==> config.mk <==
export PLATFORM = sky130hd
export DESIGN_NAME = mem_port_arbiter_flat
export DESIGN_NICKNAME = d
export VERILOG_FILES = /design/src/rtl/mem_port_arbiter_if.sv /design/src/rtl/mem_port_arbiter.sv /design/src/flat_wrapper.sv
export SDC_FILE = /design/constraint.sdc
export NUM_CORES = 1
export LEC_CHECK = 0
export CELL_PAD_IN_SITES_DETAIL_PLACEMENT = 1
export CELL_PAD_IN_SITES_GLOBAL_PLACEMENT = 2
export CORE_AREA = 2 2 116 118
export CTS_BUF_LIST = sky130_fd_sc_hd__clkbuf_4
export CTS_CLUSTER_DIAMETER = 30
export DETAILED_ROUTE_END_ITERATION = 12
export DIE_AREA = 0 0 118 120
export DONT_BUFFER_PORTS = 1
export PLACE_DENSITY = 0.61
export SYNTH_ARGS = -nofsm -noshare
export SYNTH_HDL_FRONTEND = slang
export SYNTH_SLANG_ARGS = --single-unit
==> constraint.sdc <==
create_clock -name clk_i -period 4.08 [get_ports clk_i]
set_input_delay 0.408 -clock clk_i [delete_from_list [all_inputs] [get_ports clk_i]]
set_output_delay 0.408 -clock clk_i [all_outputs]
set_load 0.01 [all_outputs]
==> src/rtl/mem_port_arbiter_if.sv <==
// Purpose: bundles every signal between the MEM stage, the debug/loader master,
//          the LSU and the mem_port_arbiter into one interface.
// Modports:
//   slave  - the arbiter: takes pipeline/debug requests and LSU read data,
//            drives LSU address/data/write-enable, stall, debug grant and read data.
//   master - the surrounding system (pipeline, debug master, LSU model).
// Signals (names keep their direction as seen from the arbiter):
//   pipe_req_i/we_i/addr_i/wdata_i, pipe_rdata_o, stall_o
//   dbg_req_i/we_i/addr_i/wdata_i, dbg_gnt_o, dbg_rdata_o, dbg_rvalid_o
//   lsu_addr_o, lsu_wdata_o, lsu_we_o, lsu_rdata_i
interface mem_port_arbiter_if;
  logic        pipe_req_i;
  logic        pipe_we_i;
  logic [31:0] pipe_addr_i;
  logic [31:0] pipe_wdata_i;
  logic [31:0] pipe_rdata_o;
  logic        stall_o;
  logic        dbg_req_i;
  logic        dbg_we_i;
  logic [31:0] dbg_addr_i;
  logic [31:0] dbg_wdata_i;
  logic        dbg_gnt_o;
  logic [31:0] dbg_rdata_o;
  logic        dbg_rvalid_o;
  logic [31:0] lsu_addr_o;
  logic [31:0] lsu_wdata_o;
  logic        lsu_we_o;
  logic [31:0] lsu_rdata_i;

  modport slave (
    input  pipe_req_i, pipe_we_i, pipe_addr_i, pipe_wdata_i,
    output pipe_rdata_o, stall_o,
    input  dbg_req_i, dbg_we_i, dbg_addr_i, dbg_wdata_i,
    output dbg_gnt_o, dbg_rdata_o, dbg_rvalid_o,
    output lsu_addr_o, lsu_wdata_o, lsu_we_o,
    input  lsu_rdata_i
  );

  modport master (
    output pipe_req_i, pipe_we_i, pipe_addr_i, pipe_wdata_i,
    input  pipe_rdata_o, stall_o,
    output dbg_req_i, dbg_we_i, dbg_addr_i, dbg_wdata_i,
    input  dbg_gnt_o, dbg_rdata_o, dbg_rvalid_o,
    input  lsu_addr_o, lsu_wdata_o, lsu_we_o,
    output lsu_rdata_i
  );
endinterface

==> src/rtl/mem_port_arbiter.sv <==
// Purpose: shares the single LSU data port between the pipeline MEM stage and a
//          debug/loader master. The pipeline has priority; debug uses idle cycles
//          and, after STARVE_LIMIT contended cycles, gets a burst of up to BURST_MAX
//          beats during which the pipeline is stalled.
// Ports:
//   clk_i   - clock, all state updates on posedge
//   rst_ni  - asynchronous active-low reset
//   bus     - mem_port_arbiter_if.slave (pipeline, debug and LSU signals)
module mem_port_arbiter #(
  parameter int STARVE_LIMIT = 4,
  parameter int BURST_MAX    = 8
) (
  input  logic                 clk_i,
  input  logic                 rst_ni,
  mem_port_arbiter_if.slave    bus
);

  localparam int WAIT_W  = (STARVE_LIMIT > 1) ? $clog2(STARVE_LIMIT) : 1;
  localparam int BURST_W = (BURST_MAX > 1)    ? $clog2(BURST_MAX)    : 1;
  localparam logic [WAIT_W-1:0]  WAIT_LAST  = WAIT_W'(STARVE_LIMIT - 1);
  localparam logic [BURST_W-1:0] BURST_LAST = BURST_W'(BURST_MAX - 1);

  typedef enum logic {ARB_PIPE, ARB_DBG} arb_state_e;
  typedef enum logic [1:0] {OWN_NONE, OWN_PIPE, OWN_DBG} owner_e;

  arb_state_e         r_state, w_state_nxt;
  logic [WAIT_W-1:0]  r_wait_cnt, w_wait_nxt;
  logic [BURST_W-1:0] r_burst_cnt, w_burst_nxt;
  owner_e             w_owner;
  logic               w_stall;
  logic               w_dbg_gnt;
  logic               w_dbg_rd;
  logic               r_dbg_rvalid;
  logic [31:0]        r_dbg_rdata;

  // Owner selection and next-state logic.
  always_comb begin
    w_owner     = OWN_NONE;
    w_state_nxt = r_state;
    w_wait_nxt  = '0;
    w_burst_nxt = r_burst_cnt;
    w_stall     = 1'b0;
    case (r_state)
      ARB_PIPE: begin
        if (bus.pipe_req_i)     w_owner = OWN_PIPE;
        else if (bus.dbg_req_i) w_owner = OWN_DBG;
        // Only cycles where debug actually loses to the pipeline count as starvation.
        if (bus.pipe_req_i && bus.dbg_req_i) begin
          if (r_wait_cnt == WAIT_LAST) begin
            w_state_nxt = ARB_DBG;
            w_wait_nxt  = '0;
            w_burst_nxt = '0;
          end else begin
            w_wait_nxt = r_wait_cnt + 1'b1;
          end
        end
      end
      ARB_DBG: begin
        if (bus.dbg_req_i) begin
          w_owner = OWN_DBG;
          w_stall = bus.pipe_req_i;
          if (r_burst_cnt == BURST_LAST) begin
            w_state_nxt = ARB_PIPE;
            w_burst_nxt = '0;
          end else begin
            w_burst_nxt = r_burst_cnt + 1'b1;
          end
        end else begin
          // Debug went away: the pipeline is served this very cycle, no bubble.
          if (bus.pipe_req_i) w_owner = OWN_PIPE;
          w_state_nxt = ARB_PIPE;
          w_burst_nxt = '0;
        end
      end
      default: begin
        w_state_nxt = ARB_PIPE;
        w_burst_nxt = '0;
      end
    endcase
  end

  assign w_dbg_gnt = (w_owner == OWN_DBG);
  assign w_dbg_rd  = w_dbg_gnt && !bus.dbg_we_i;

  // LSU mux: when nobody owns the port the pipeline address is passed with writes disabled.
  assign bus.lsu_addr_o  = w_dbg_gnt ? bus.dbg_addr_i  : bus.pipe_addr_i;
  assign bus.lsu_wdata_o = w_dbg_gnt ? bus.dbg_wdata_i : bus.pipe_wdata_i;
  assign bus.lsu_we_o    = (w_owner == OWN_PIPE) ? bus.pipe_we_i :
                           (w_owner == OWN_DBG)  ? bus.dbg_we_i  : 1'b0;

  assign bus.pipe_rdata_o = bus.lsu_rdata_i;
  assign bus.stall_o      = w_stall;
  assign bus.dbg_gnt_o    = w_dbg_gnt;
  assign bus.dbg_rdata_o  = r_dbg_rdata;
  assign bus.dbg_rvalid_o = r_dbg_rvalid;

  always_ff @(posedge clk_i or negedge rst_ni) begin
    if (!rst_ni) begin
      r_state      <= ARB_PIPE;
      r_wait_cnt   <= '0;
      r_burst_cnt  <= '0;
      r_dbg_rvalid <= 1'b0;
      r_dbg_rdata  <= '0;
    end else begin
      r_state      <= w_state_nxt;
      r_wait_cnt   <= w_wait_nxt;
      r_burst_cnt  <= w_burst_nxt;
      r_dbg_rvalid <= w_dbg_rd;
      if (w_dbg_rd) r_dbg_rdata <= bus.lsu_rdata_i;
    end
  end

endmodule

==> src/flat_wrapper.sv <==
// flat-port wrapper written by rule: the top's interface ports become plain ports
module mem_port_arbiter_flat 
#(
  parameter int STARVE_LIMIT = 4,
  parameter int BURST_MAX    = 8
)
  (clk_i, rst_ni, bus_pipe_req_i, bus_pipe_we_i, bus_pipe_addr_i, bus_pipe_wdata_i, bus_pipe_rdata_o, bus_stall_o, bus_dbg_req_i, bus_dbg_we_i, bus_dbg_addr_i, bus_dbg_wdata_i, bus_dbg_gnt_o, bus_dbg_rdata_o, bus_dbg_rvalid_o, bus_lsu_addr_o, bus_lsu_wdata_o, bus_lsu_we_o, bus_lsu_rdata_i);
  mem_port_arbiter_if bus_i ();
  input  logic clk_i;
  input  logic rst_ni;
  input wire logic [$bits(bus_i.pipe_req_i)-1:0] bus_pipe_req_i;
  input wire logic [$bits(bus_i.pipe_we_i)-1:0] bus_pipe_we_i;
  input wire logic [$bits(bus_i.pipe_addr_i)-1:0] bus_pipe_addr_i;
  input wire logic [$bits(bus_i.pipe_wdata_i)-1:0] bus_pipe_wdata_i;
  output wire logic [$bits(bus_i.pipe_rdata_o)-1:0] bus_pipe_rdata_o;
  output wire logic [$bits(bus_i.stall_o)-1:0] bus_stall_o;
  input wire logic [$bits(bus_i.dbg_req_i)-1:0] bus_dbg_req_i;
  input wire logic [$bits(bus_i.dbg_we_i)-1:0] bus_dbg_we_i;
  input wire logic [$bits(bus_i.dbg_addr_i)-1:0] bus_dbg_addr_i;
  input wire logic [$bits(bus_i.dbg_wdata_i)-1:0] bus_dbg_wdata_i;
  output wire logic [$bits(bus_i.dbg_gnt_o)-1:0] bus_dbg_gnt_o;
  output wire logic [$bits(bus_i.dbg_rdata_o)-1:0] bus_dbg_rdata_o;
  output wire logic [$bits(bus_i.dbg_rvalid_o)-1:0] bus_dbg_rvalid_o;
  output wire logic [$bits(bus_i.lsu_addr_o)-1:0] bus_lsu_addr_o;
  output wire logic [$bits(bus_i.lsu_wdata_o)-1:0] bus_lsu_wdata_o;
  output wire logic [$bits(bus_i.lsu_we_o)-1:0] bus_lsu_we_o;
  input wire logic [$bits(bus_i.lsu_rdata_i)-1:0] bus_lsu_rdata_i;
  assign bus_i.pipe_req_i = bus_pipe_req_i;
  assign bus_i.pipe_we_i = bus_pipe_we_i;
  assign bus_i.pipe_addr_i = bus_pipe_addr_i;
  assign bus_i.pipe_wdata_i = bus_pipe_wdata_i;
  assign bus_pipe_rdata_o = bus_i.pipe_rdata_o;
  assign bus_stall_o = bus_i.stall_o;
  assign bus_i.dbg_req_i = bus_dbg_req_i;
  assign bus_i.dbg_we_i = bus_dbg_we_i;
  assign bus_i.dbg_addr_i = bus_dbg_addr_i;
  assign bus_i.dbg_wdata_i = bus_dbg_wdata_i;
  assign bus_dbg_gnt_o = bus_i.dbg_gnt_o;
  assign bus_dbg_rdata_o = bus_i.dbg_rdata_o;
  assign bus_dbg_rvalid_o = bus_i.dbg_rvalid_o;
  assign bus_lsu_addr_o = bus_i.lsu_addr_o;
  assign bus_lsu_wdata_o = bus_i.lsu_wdata_o;
  assign bus_lsu_we_o = bus_i.lsu_we_o;
  assign bus_i.lsu_rdata_i = bus_lsu_rdata_i;
  mem_port_arbiter #(.STARVE_LIMIT(STARVE_LIMIT), .BURST_MAX(BURST_MAX)) u_core (.clk_i(clk_i), .rst_ni(rst_ni), .bus(bus_i));
endmodule
== Word level (Yosys, flattened, before mapping) ==
Index checks and enable logic that the tools add are counted.

* Bits in registers: 39
* Input bits: 166
* Output and inout port bits: 132
* Logic and storage cells: 42

* $add $sub $neg: 2
* Equality and inequality tests: 6
* Mux-type cells: 24
* Bitwise logic cells: 1
* Reductions and logical operators: 4

{| class="wikitable"
|+ Operators by type and width
! operator !! count
|-
| 32-bit two-way mux || 2
|-
| 2-bit two-way mux || 6
|-
| 3-bit two-way mux || 4
|-
| 1-bit two-way mux || 9
|-
| 3-bit case mux with 2 select lines || 1
|-
| 2-bit equality test (second input constant) || 2
|-
| 2-bit by 1-bit inequality test with 1-bit output (second input constant) || 2
|-
| 2-bit case mux with 2 select lines || 1
|-
| 3-bit by 1-bit adder with 3-bit output (second input constant) || 1
|-
| 3-bit equality test (second input constant) || 1
|-
| 2-bit by 1-bit adder with 2-bit output (second input constant) || 1
|-
| 2-bit by 1-bit equality test with 1-bit output (second input constant) || 1
|-
| 1-bit logical AND || 2
|-
| 1-bit case mux with 2 select lines || 1
|-
| 2-bit AND reduction || 1
|-
| 1-bit zero test || 1
|-
| 1-bit inverter || 1
|}

== Longest topological paths before layout ==
* Word-level depth: 6
* Mapped depth: 6
* Depth with buffers taken out: 5

== Worst setup path before layout ==
OpenSTA, ideal clock, no wires.

* Path type: input-to-output
* From: in bus_pipe_req_i
* To: out bus_lsu_addr_o[0]
* Arrival time: 1.311 ns
* Data required time: 3.672 ns
* Path slack: 2.361 ns
* Stages: 5
* Path buffers: 2
* Path through: nor2b_4 > nor2b_2 > buf_6 > buf_6 > mux2_4

* Word-level cells in the longest chain between the ends: 5
* Elaborated cells on any way between the ends: 6
* Those cells by class: eq/ne: 1; mux: 5

{| class="wikitable"
|+ Ends and longest elaborated chain
! element !! line !! RTL
|-
| from (decl) || flat_wrapper.sv:11 || <nowiki>input wire logic [$bits(bus_i.pipe_req_i)-1:0] bus_pipe_req_i;</nowiki>
|-
| 1-bit two-way mux || mem_port_arbiter.sv:70 || <nowiki>if (bus.pipe_req_i) w_owner = OWN_PIPE;</nowiki>
|-
| 2-bit two-way mux || mem_port_arbiter.sv:59 || <nowiki>if (bus.dbg_req_i) begin</nowiki>
|-
| 2-bit case mux with 2 select lines * || mem_port_arbiter.sv:43 || <nowiki>case (r_state)</nowiki>
|-
| 2-bit equality test * || mem_port_arbiter.sv:82 || <nowiki>assign w_dbg_gnt = (w_owner == OWN_DBG);</nowiki>
|-
| 32-bit two-way mux * || mem_port_arbiter.sv:86 || <nowiki>assign bus.lsu_addr_o = w_dbg_gnt ? bus.dbg_addr_i : bus.pipe_addr_i;</nowiki>
|-
| to (decl) || flat_wrapper.sv:24 || <nowiki>output wire logic [$bits(bus_i.lsu_addr_o)-1:0] bus_lsu_addr_o;</nowiki>
|}

Mark *: on every way between the ends. The rest lies on a longest branch, timed or not.

== Worst setup path after layout ==
* From: reg u_core.r_state
* To: out bus_lsu_wdata_o[31]

* Word-level cells in the longest chain between the ends: 4

{| class="wikitable"
|+ Ends and longest elaborated chain
! element !! line !! RTL
|-
| from (decl) || mem_port_arbiter.sv:26 || <nowiki>arb_state_e r_state, w_state_nxt;</nowiki>
|-
| from (signal assigned) || mem_port_arbiter.sv:105 || <nowiki>r_state <= w_state_nxt;</nowiki>
|-
| 1-bit inverter || mem_port_arbiter.sv:43 ||
|-
| 2-bit case mux with 2 select lines * || mem_port_arbiter.sv:43 ||
|-
| 2-bit equality test * || mem_port_arbiter.sv:82 ||
|-
| 32-bit two-way mux * || mem_port_arbiter.sv:87 || <nowiki>assign bus.lsu_wdata_o = w_dbg_gnt ? bus.dbg_wdata_i : bus.pipe_wdata_i;</nowiki>
|-
| to (decl) || flat_wrapper.sv:25 || <nowiki>output wire logic [$bits(bus_i.lsu_wdata_o)-1:0] bus_lsu_wdata_o;</nowiki>
|}

Marks and branches as above.

==> impl_metrics.yaml <==
yosys:
  yosysSeqAreaShare: 0.3562
  yosys.area_share.simple: 0.03790
  yosys.area.top_type: "dfrtp_1"
  synth_top_area_share: 0.3562
  synth_area_leaders: "dfrtp_1, mux2_2, mux2_4, buf_4, buf_6"
  synth_nets: 371
  synthAdderAreaFrac: 0.01370
  ys_ff_latch: 39
  yosysUniqueCellTypes: 24
  synth_mux_area_frac: 0.4493
  yosysWarnings: 0
  netlist_instances: 202
  syn_area_mm2: 0.002740
  synth.avg_cell_area_um2: 13.56
  synth_top_family_by_area: "multiplexers"
  synthXorXnorAreaFrac: 0
  synth-compound-area-share: 0.01461
global_route:
  grt_pass1_vias: 1551
  antenna_found_initial: 1
  grt_pass1_wl_mm: 9.722
  grt_overflow: 0
  track_usage: 0.08843
  grt_max_degree: 67
critical_path:
  rr_endpoint: "u_core.bus.dbg_rdata_o[28]"
  arrival_ns: 2.42
  path_class: "flop to primary output"
  slowest_delay_ns: 0.75
  critical_path.max_fanout: 66
  worst_path_most_repeated_cell: "nor2b_4"
  cp.required_ns: 3.67
  cp_top_family: "buffers and inverters"
  crit_path_cell_trace: "nor2b_4 > nor2b_4 > buf_4 > mux2_2"
  slowest_stage: "buf_4"
  worst-path-buf-inv: 1
  r2r-start: "u_core.r_state"
  start_kind: "flop"
  r2r_setup_slack_ns: 2.32
  reg2reg_depth: 4
  setup.worst_path.end_class: "primary output"
sta:
  timing.final.max_slew_violations: 0
  hold_viol_final: 0
  relSlewSlack: 0.3022
  fin_setup_tns_ns: 0
  whs_ns: 0.1933
  period_share: 0.6933
  grt_setup_unrepaired: "false"
  setup_viol: 0
  fin_skew_ns: 0.01155
  tightest_slew_ns: 1.047
  fmax_mhz: 353.5
  post-route-min-period_ns: 2.829
die:
  ios: 298
  num_rows: 42
  die-area_mm2: 0.01416
  coreArea_mm2: 0.01298
  die_w_um: 118
  die_h_um: 120
  start_util: 0.2111
pwr:
  p_per_area_mw_per_mm2: 364.8
  leakage_nw: 1.138
  irDropWorstVdd_mv: 0.1499
placed_design:
  numPortBuffers: 0
  gp_congestion: 0.7299
  dp.final_hpwl_mm: 5.814
clock_tree:
  cts_resized: 0
  cts_tree: "built"
  clockBufferDepth: 2
  cts_inserted_buffers: 5
  cts_sinks: 39
  cts_root_buf: "clkbuf_4"
  clk_pin_slew_worst_paths_ns: 0.12
  post-cts-setup-buffer-count: 0
  ctsHtreeMaxLevel: 2
  clock_latency_ns: 0.33
routing:
  wirelength_mm: 6.927
  routed_via_density: 4.346
  drt_iter0_drc: 41
  wl_per_cell_um: 19.96
  drt_first_pass_iters: 4
  drc: 0
  ant_nets: 0
  num_vias: 1508
worst_hold_path:
  holdPathStages: 1
  min_path_type: "primary input to flop"
  min_to: "u_core.r_state"
  worstHoldStart: "bus_dbg_req_i"
layout:
  diodes: 0
  fin_nets: 339
  fillers: 1484
  syn_to_final_growth_pct: 0.09131
  final_util: 0.2113
  drive_gt1_frac: 0.6374
run:
  drv_cap: 0
outcome:
  status: "finished clean"
## logic make-up after synthesis
| kind of cell | after synthesis |
|---|---|
| flops | 39 |
| buf+inv | 44 |
| mux | 96 |
| simple gates | 15 |
| compound gates | 5 |
| fa+ha+maj | 3 |
## synthesized netlist by cell type, drive strengths merged
cell type and n:
o21ai 1, nor3b 2, o2bb2ai 1, a22o 1
ha 3, nor2b 2, dfrtp 39, a32o 1
o31ai 1, mux2 96, and3 1, nor2 1
buf 43, and2 1, nor4 1, nand2 4
inv 1, nand3b 1, nand3 2
## flip-flops by register name, indices dropped and copies added (netlist names)
name,flops
u_core.bus.dbg_rdata_o,32
u_core.bus.dbg_rvalid_o,1
u_core.r_burst_cnt,3
u_core.r_state,1
u_core.r_wait_cnt,2
## routing by layer
metal | global-route usage | wire length [um] | up-vias | share of wire
met5 | 0 | 10 | - | 0.0014
met1 | 0.1046 | 2544 | 740 | 0.37
met2 | 0.1533 | 3641 | 137 | 0.53
li1 | - | - | 621 | -
met3 | 0.03184 | 670 | 8 | 0.097
met4 | 0.02033 | 60 | 2 | 0.0087
## stage by stage
step	power, mW	worst slack, ns	std cells	cell area, um2
2_1_floorplan	0.7404	2.361	202	2740
3_3_place_gp	0.7341	1.730	337	2633
3_5_place_dp	0.7414	1.653	337	2633
4_1_cts	1.019	1.248	347	2743
5_1_grt	1.054	1.096	347	2743
6_report	1.000	1.251	347	2743
## worst max path at each step
| stage | start | endpoint | slack [ns] | cells past startpoint |
|---|---|---|---|---|
| final | u_core.r_state | bus_lsu_wdata_o[31] | 1.25 | 4 |
| after global routing | u_core.r_state | bus_lsu_wdata_o[31] | 1.10 | 4 |
| after CTS | u_core.r_state | bus_lsu_wdata_o[31] | 1.25 | 4 |
| after detailed placement | u_core.r_state | bus_lsu_wdata_o[31] | 1.65 | 4 |
| after global placement | u_core.r_state | bus_lsu_wdata_o[31] | 1.73 | 4 |
| after floorplan | bus_pipe_req_i | bus_lsu_addr_o[0] | 2.36 | 5 |
## area by class of cell
class,instances,area [um2],share of cell area
sequential,39,975.9,0.3558
clock inverter,3,42.54,0.01551
clock buffer,5,37.54,0.01369
tap,176,220.2,0.08029
multi-input combinational,119,1418,0.5169
timing repair buffer,4,45.04,0.01642
inverter,1,3.754,0.001369
## cell usage in the layout, fill, tap and decap left out, types with 2 or more instances in the layout
| cell | instances |
|---|---|
| nand2_1 | 4 |
| mux2_4 | 40 |
| mux2_2 | 56 |
| dfrtp_1 | 39 |
| nand3_1 | 2 |
| ha_1 | 3 |
| buf_4 | 2 |
| nor2b_4 | 2 |
| clkbuf_4 | 5 |
## power by group
group,switching [mW],internal [mW]
clock,0.133,0.129
combinational,0.0932,0.123
sequential,0.0731,0.449
total,0.299,0.702
## timing repair
item,4_1_cts,5_1_grt
hold endpoints to repair,39,0
endpoints found under the setup margin,0,0
hold buffers,2,0
(Power assumes the default switching activity.)
